==> src/rtl/ex_mdu_sequencer.sv <==
// ex_mdu_sequencer: iterative RV64M multiply/divide sequencer for the EX stage.
// Optional feature macro MDU_EARLY_OUT_EN: multiplies with a zero operand skip the iteration phase.
module ex_mdu_sequencer #(
  parameter int XLEN  = 64,
  parameter int CNT_W = 7
) (
  input  logic            clk,
  input  logic            rst,
  input  logic            start,
  input  logic [2:0]      op,
  input  logic [XLEN-1:0] operandA,
  input  logic [XLEN-1:0] operandB,
  input  logic [4:0]      id_ex_rd,
  input  logic            flush,
  output logic            stall,
  output logic            busy,
  output logic            done,
  output logic [XLEN-1:0] result,
  output logic [4:0]      ex_mem_rd,
  output logic            dbz
);

  typedef enum logic [1:0] {IDLE, CALC, DONE} state_t;

  state_t              state, state_next;
  logic [CNT_W-1:0]    cnt;
  logic [2:0]          op_r;
  logic [4:0]          rd_r;
  logic [2*XLEN-1:0]   acc, acc_next;
  logic [XLEN-1:0]     opnd;
  logic                sign_q, sign_r;

  logic                is_div, a_signed, b_signed, a_neg, b_neg;
  logic [XLEN-1:0]     abs_a, abs_b;
  logic                div_by_zero, early_out;
  logic [XLEN-1:0]     special_res;
  logic                load, iterate, finish, take_special;

  // Operand conditioning: iterate on magnitudes, remember the sign to restore at the end.
  always_comb begin
    is_div      = op[2];
    a_signed    = is_div ? ~op[0] : (op[1:0] != 2'b11);
    b_signed    = is_div ? ~op[0] : ~op[1];
    a_neg       = a_signed & operandA[XLEN-1];
    b_neg       = b_signed & operandB[XLEN-1];
    abs_a       = a_neg ? -operandA : operandA;
    abs_b       = b_neg ? -operandB : operandB;
    div_by_zero = is_div && (operandB == '0);
`ifdef MDU_EARLY_OUT_EN
    early_out   = !is_div && ((operandA == '0) || (operandB == '0));
`else
    early_out   = 1'b0;
`endif
    special_res = '0;
    if (div_by_zero) special_res = op[1] ? operandA : '1;
  end

  // One iteration: acc holds {product_hi, multiplier} or {remainder, quotient}.
  logic [XLEN:0] mul_sum, div_shift, div_diff;
  always_comb begin
    mul_sum   = {1'b0, acc[2*XLEN-1:XLEN]} + (acc[0] ? {1'b0, opnd} : '0);
    div_shift = {acc[2*XLEN-1:XLEN], acc[XLEN-1]};
    div_diff  = div_shift - {1'b0, opnd};
    if (op_r[2]) begin
      if (div_diff[XLEN]) acc_next = {div_shift[XLEN-1:0], acc[XLEN-2:0], 1'b0};
      else                acc_next = {div_diff[XLEN-1:0],  acc[XLEN-2:0], 1'b1};
    end else begin
      acc_next = {mul_sum, acc[XLEN-1:1]};
    end
  end

  logic [2*XLEN-1:0] prod;
  logic [XLEN-1:0]   quo, rem, final_res;
  always_comb begin
    prod = sign_q ? -acc_next : acc_next;
    quo  = sign_q ? -acc_next[XLEN-1:0] : acc_next[XLEN-1:0];
    rem  = sign_r ? -acc_next[2*XLEN-1:XLEN] : acc_next[2*XLEN-1:XLEN];
    case (op_r)
      3'b000:                 final_res = prod[XLEN-1:0];
      3'b001, 3'b010, 3'b011: final_res = prod[2*XLEN-1:XLEN];
      3'b100, 3'b101:         final_res = quo;
      default:                final_res = rem;
    endcase
  end

  always_comb begin
    state_next   = state;
    load         = 1'b0;
    iterate      = 1'b0;
    finish       = 1'b0;
    take_special = 1'b0;
    stall        = 1'b0;
    case (state)
      IDLE: begin
        if (start && !flush) begin
          stall = 1'b1;
          if (div_by_zero || early_out) begin
            state_next   = DONE;
            take_special = 1'b1;
          end else begin
            state_next = CALC;
            load       = 1'b1;
          end
        end
      end
      CALC: begin
        stall = 1'b1;
        if (flush) begin
          state_next = IDLE;
        end else begin
          iterate = 1'b1;
          if (cnt == '0) begin
            state_next = DONE;
            finish     = 1'b1;
          end
        end
      end
      DONE:    state_next = IDLE;
      default: state_next = IDLE;
    endcase
  end

  always_ff @(posedge clk) begin
    if (rst) begin
      state     <= IDLE;
      cnt       <= '0;
      op_r      <= '0;
      rd_r      <= '0;
      acc       <= '0;
      opnd      <= '0;
      sign_q    <= 1'b0;
      sign_r    <= 1'b0;
      busy      <= 1'b0;
      done      <= 1'b0;
      result    <= '0;
      ex_mem_rd <= '0;
      dbz       <= 1'b0;
    end else begin
      state <= state_next;
      busy  <= (state_next != IDLE);
      done  <= (state_next == DONE);
      if (load) begin
        op_r   <= op;
        rd_r   <= id_ex_rd;
        acc    <= {{XLEN{1'b0}}, abs_a};
        opnd   <= abs_b;
        sign_q <= a_neg ^ b_neg;
        sign_r <= a_neg;
        cnt    <= CNT_W'(XLEN - 1);
      end
      if (iterate) begin
        acc <= acc_next;
        cnt <= cnt - 1'b1;
      end
      // Result, rd and flag only change on entry to DONE, so they hold otherwise.
      if (finish) begin
        result    <= final_res;
        ex_mem_rd <= rd_r;
        dbz       <= 1'b0;
      end
      if (take_special) begin
        result    <= special_res;
        ex_mem_rd <= id_ex_rd;
        dbz       <= div_by_zero;
      end
    end
  end

endmodule

==> config.mk <==
export PLATFORM = sky130hd
export DESIGN_NAME = ex_mdu_sequencer
export DESIGN_NICKNAME = d
export VERILOG_FILES = /design/src/rtl/ex_mdu_sequencer.sv
export SDC_FILE = /design/constraint.sdc
export NUM_CORES = 1
export LEC_CHECK = 0
export CORE_MARGIN = 3
export CORE_UTILIZATION = 26
export DETAILED_ROUTE_END_ITERATION = 12
export PLACE_DENSITY = 0.42
export SLEW_MARGIN = 20
export SYNTH_ARGS = -nofsm -noshare
export SYNTH_HDL_FRONTEND = slang
export SYNTH_SLANG_ARGS = --single-unit
==> constraint.sdc <==
create_clock -name clk -period 6.4 [get_ports clk]
set_input_delay 1.28 -clock clk [delete_from_list [all_inputs] [get_ports clk]]
set_output_delay 1.28 -clock clk [all_outputs]
set_load 0.01 [all_outputs]
==> results by stage <==
Route:
- The routed layout has 37600 vias.
- The met3 layer wire length in the routed design is 10.9 mm.
- The first-pass iteration count of the detailed router is 6.
- The post-detailed-route via-to-cell ratio is 5.69.
- For this block, wires on met1 add up to 75.6 mm.
- The post-route antenna net violation count is 0.
- The average wire per cell in the routed design is 26.4 um.
- The wire length after detailed routing is 174 mm.
- The detailed router finished its first iteration with 3775 violations.
- The top layer used by detailed routing is met5.
- Detailed routing placed a total of 80.3 mm of wire on met2.
- In the routed design, unresolved DRC markers number 0.

GRT:
- The initial antenna violation count is 2.
- For this run the aggregate overflow at the end of global routing stands at 0.
- The number of global-route vias before repair came to 36400.
- The largest net degree at the start of global routing is 77.
- Across every metal layer, demand over resource in global routing totals 0.267.
- The first global-routing pass estimated 253 mm of wire.

Setup path:
- Among the stages of the critical path, the cell type that occurs most often is buf_4.
- The delay of the slowest critical-path stage is 770 ps.
- The type of origin of the critical path is a flop.
- The data arrival time at the worst-slack endpoint is 6670 ps.
- The destination of the worst register-to-register timing path is result[22].
- The source of the worst register-to-register timing path is opnd[60].
- The worst reg-to-reg setup slack is 260 ps.
- The kind of critical path is flop to flop.
- Among all stages on the critical path, the largest delay is contributed by nor4_2.
- Along the worst path, the maximum fanout reaches 11.
- The kind of capture point of the worst setup path is a flop.
- For the worst setup path, the data required time is 6930 ps.
- The number of cells on the worst reg-to-reg path is 21.
- Traced cell by cell, the critical path runs through inv_1 > ha_1 > nand4_1 > nor4_2 > buf_4 > o311ai_2 > o211a_4 > a21oi_2 > ha_2 > nand2_1 > or4b_4 > buf_4 > nor3_1 > nand3_1 > or3_1 > o21ai_0 > buf_4 > a21o_1 > nand2_1 > a221o_1 > a21oi_1.

Hold path:
- The min-delay analysis places its worst path in the category flop to flop.
- The endpoint of the worst hold path is rd_r[3].
- In this run the most critical hold path is launched from rd_r[3].
- The worst hold path passes through 2 cells.

Power and ir drop:
- The total power per unit cell area is 179 mW/mm^2.
- The post-route total power is 7.07 mW.
- Across the VDD grid, the largest voltage drop is 0.000160 V.
- The leakage power figure is 15.1 nW.

Synthesis:
- The total of flip-flops plus latches after synthesis is 283.
- The post-synthesis instance area is 0.0315 sq mm.
- The sequential fraction of the synthesis area is 0.180.
- The proportion of synthesized flip-flops having asynchronous set or reset is 0.
- The synthesized netlist contains 114 unique library cells.
- For this run, the leading register cell type out of synthesis is dfxtp_1.
- The count of synthesis-stage warnings from yosys is 0.
- Each instance of the synthesized netlist takes up on average 6.89 sq um.
- Counting flops with a built-in enable in the synthesized netlist gives 0.
- Counting every instance in the synthesized netlist gives 4568.
- The number of nets handed over by synthesis was 4843.

Clock tree:
- The H-tree generated during clock tree synthesis spans 2 levels.
- The number of clock buffers inserted by TritonCTS is 41.
- The quantity of hold-fixing buffers added after cts is 0.
- The clock-pin slew on the worst setup and hold paths is 60 ps.
- Counting every sink on the clock net gives 283.
- The worst-skew pair later-pin latency is 610 ps.
- The TritonCTS clock tree is done.
- The number of buffers on the longest clock path is 3.
- The buffer cell driving the clock tree root is clkbuf_16.

STA:
- The worst-case clock skew is 24.0 ps.
- The worst-case setup margin in the final layout is 255 ps.
- The total count of hold-check failures in the final report is 0.
- The final count of negative-setup-slack endpoints is 0.
- Static timing analysis puts the maximum clock frequency at 0.163 GHz.
- The worst pin sits at a relative slew slack of 0.276.
- The post-layout minimum cycle time is 6140 ps.
- The part of the cycle the worst path needs is 0.960.
- The smallest hold slack is 451 ps.
- The measured slew at the worst slew-check pin is 1090 ps.
- The final count of pins violating max slew was 0.

Flow run:
- The count of max-cap constraint violations is 0.

Floorplanning:
- The initialized floorplan defines 127 standard-cell rows.
- The die height is 354 um.
- The core outline area is 0.120 sq mm.
- The die covers 0.125 sq mm.
- The total I/O pin count is 213.
- The floorplan step set the die width to 354 um.
- The initial utilization of the core area, before any placement, comes to 0.262.

Final layout:
- The fraction of layout cells with a size suffix above 1 is 0.132.
- Relative to the synthesized area, the layout overhead comes to 25.3%.
- Counting the fill cells in the layout gives 13300.
- The finished layout holds 6609 standard cells, fillers aside.
- The cell area after layout is 0.0395 sq mm.
- The number of nets in the layout is 5239.

Placed design:
- The number of placed instances, taps included, is 6532.
- The placed instances occupy a cell area of 0.0379 sq mm.
- At the placement stage, the worst setup path has a slack of 208 ps.
- The global placement routability congestion is 0.961.
- Detailed placement finished with a half-perimeter wire length of 139 mm.
- In this run the tool buffered the top-level ports with 212 buffer cells.

Run status:
- The run finished with clean final reports.
-- metal layers --
| layer | GRT usage | up-vias |
|---|---|---|
| li1 | - | 17700 |
| met1 | 0.351 | 18300 |
| met2 | 0.443 | 1369 |
| met3 | 0.0350 | 265 |
| met4 | 0.104 | 2 |
| met5 | 0 | - |
-- critical path: cells and delay by family (launching register included) --
kind	cells	cell delay (ps)
DFF	1	330
adders and majority gates	2	720
AOI/OAI and AO/OA	7	1560
buffers and inverters	4	670
and+or+nand+nor	8	2780
-- registers in the layout, indices dropped and copies added (netlist names) --
name / flops
done: 1
sign_q: 1
busy: 1
dbz: 1
state: 2
result: 64
op_r: 3
acc: 128
rd_r: 5
ex_mem_rd: 5
cnt: 7
sign_r: 1
opnd: 64
-- layout by cell type, fill, tap and decap left out, drive strengths merged, types with 58 or more instances in the layout --
cell	n
xor2	135
a211oi	91
inv	145
ha	133
nand2	464
nor3	139
nor4	67
a21oi	437
xnor2	186
mux2i	87
nand3	131
dfxtp	283
and2	87
or3	67
o21ai	318
clkbuf	60
nor2	527
o31ai	59
o22ai	58
a31oi	82
buf	445
nand4	78
clkdlybuf4s50	211
-- cell usage after synthesis, types with 131 or more instances --
library cell | count | share of area
nand2_1 | 463 | 0.055
nand3_1 | 131 | 0.021
xnor2_1 | 186 | 0.052
xor2_1 | 135 | 0.038
clkbuf_1 | 224 | 0.027
nor2_1 | 527 | 0.063
dfxtp_1 | 283 | 0.18
o21ai_0 | 286 | 0.045
inv_1 | 142 | 0.017
a21oi_1 | 428 | 0.068
ha_1 | 133 | 0.053
nor3_1 | 137 | 0.022
-- cell type report --
type	instances	area (sq um)	share of cell area
well taps	1612	2020	0.0511
clock buffers	60	1230	0.0311
repair buffers	656	5620	0.142
diodes	2	5.00	0.000127
clock inverters	14	221	0.00561
multi-input cells	3839	24200	0.612
inverters	143	537	0.0136
flip-flops and latches	283	5670	0.144
-- worst max-delay path by stage --
stage                        start    endpoint  cells after the start
after floorplan            acc[63]  result[52]                     30
after global placement    opnd[55]  result[32]                     23
after detailed placement  opnd[55]  result[32]                     23
after CTS                 opnd[55]  result[32]                     23
after global routing       acc[63]  result[56]                     28
final                     opnd[60]  result[22]                     21
-- stage by stage --
stage / TNS, ps / util
2_1_floorplan: 0 / -
3_3_place_gp: 0 / 0.316
3_5_place_dp: 0 / 0.316
4_1_cts: 0 / 0.328
5_1_grt: -40.9 / 0.328
6_report: 0 / 0.329
-- report_power, final --
group / internal (mW) / switching (mW)
Combinational: 0.970 / 1.65
Sequential: 1.83 / 0.0685
Clock: 1.53 / 1.01
-- cell families (layout without fill, tap and decap cells) --
family	after synthesis	count (layout)	share of synthesized area
simple gates	1773	1773	0.272
compound gates	1502	1502	0.310
buf+inv	446	873	0.0586
xor+xnor	321	321	0.0893
flops	283	283	0.180
fa+ha+maj	135	135	0.0541
mux	108	108	0.0354
other cells	0	2	0
-- what timing repair did --
item,CTS,global route
buffers inserted,0,1
endpoints found under the setup margin,0,28
resized for setup,0,18
Note: power is estimated with default switching activity, not from simulation.
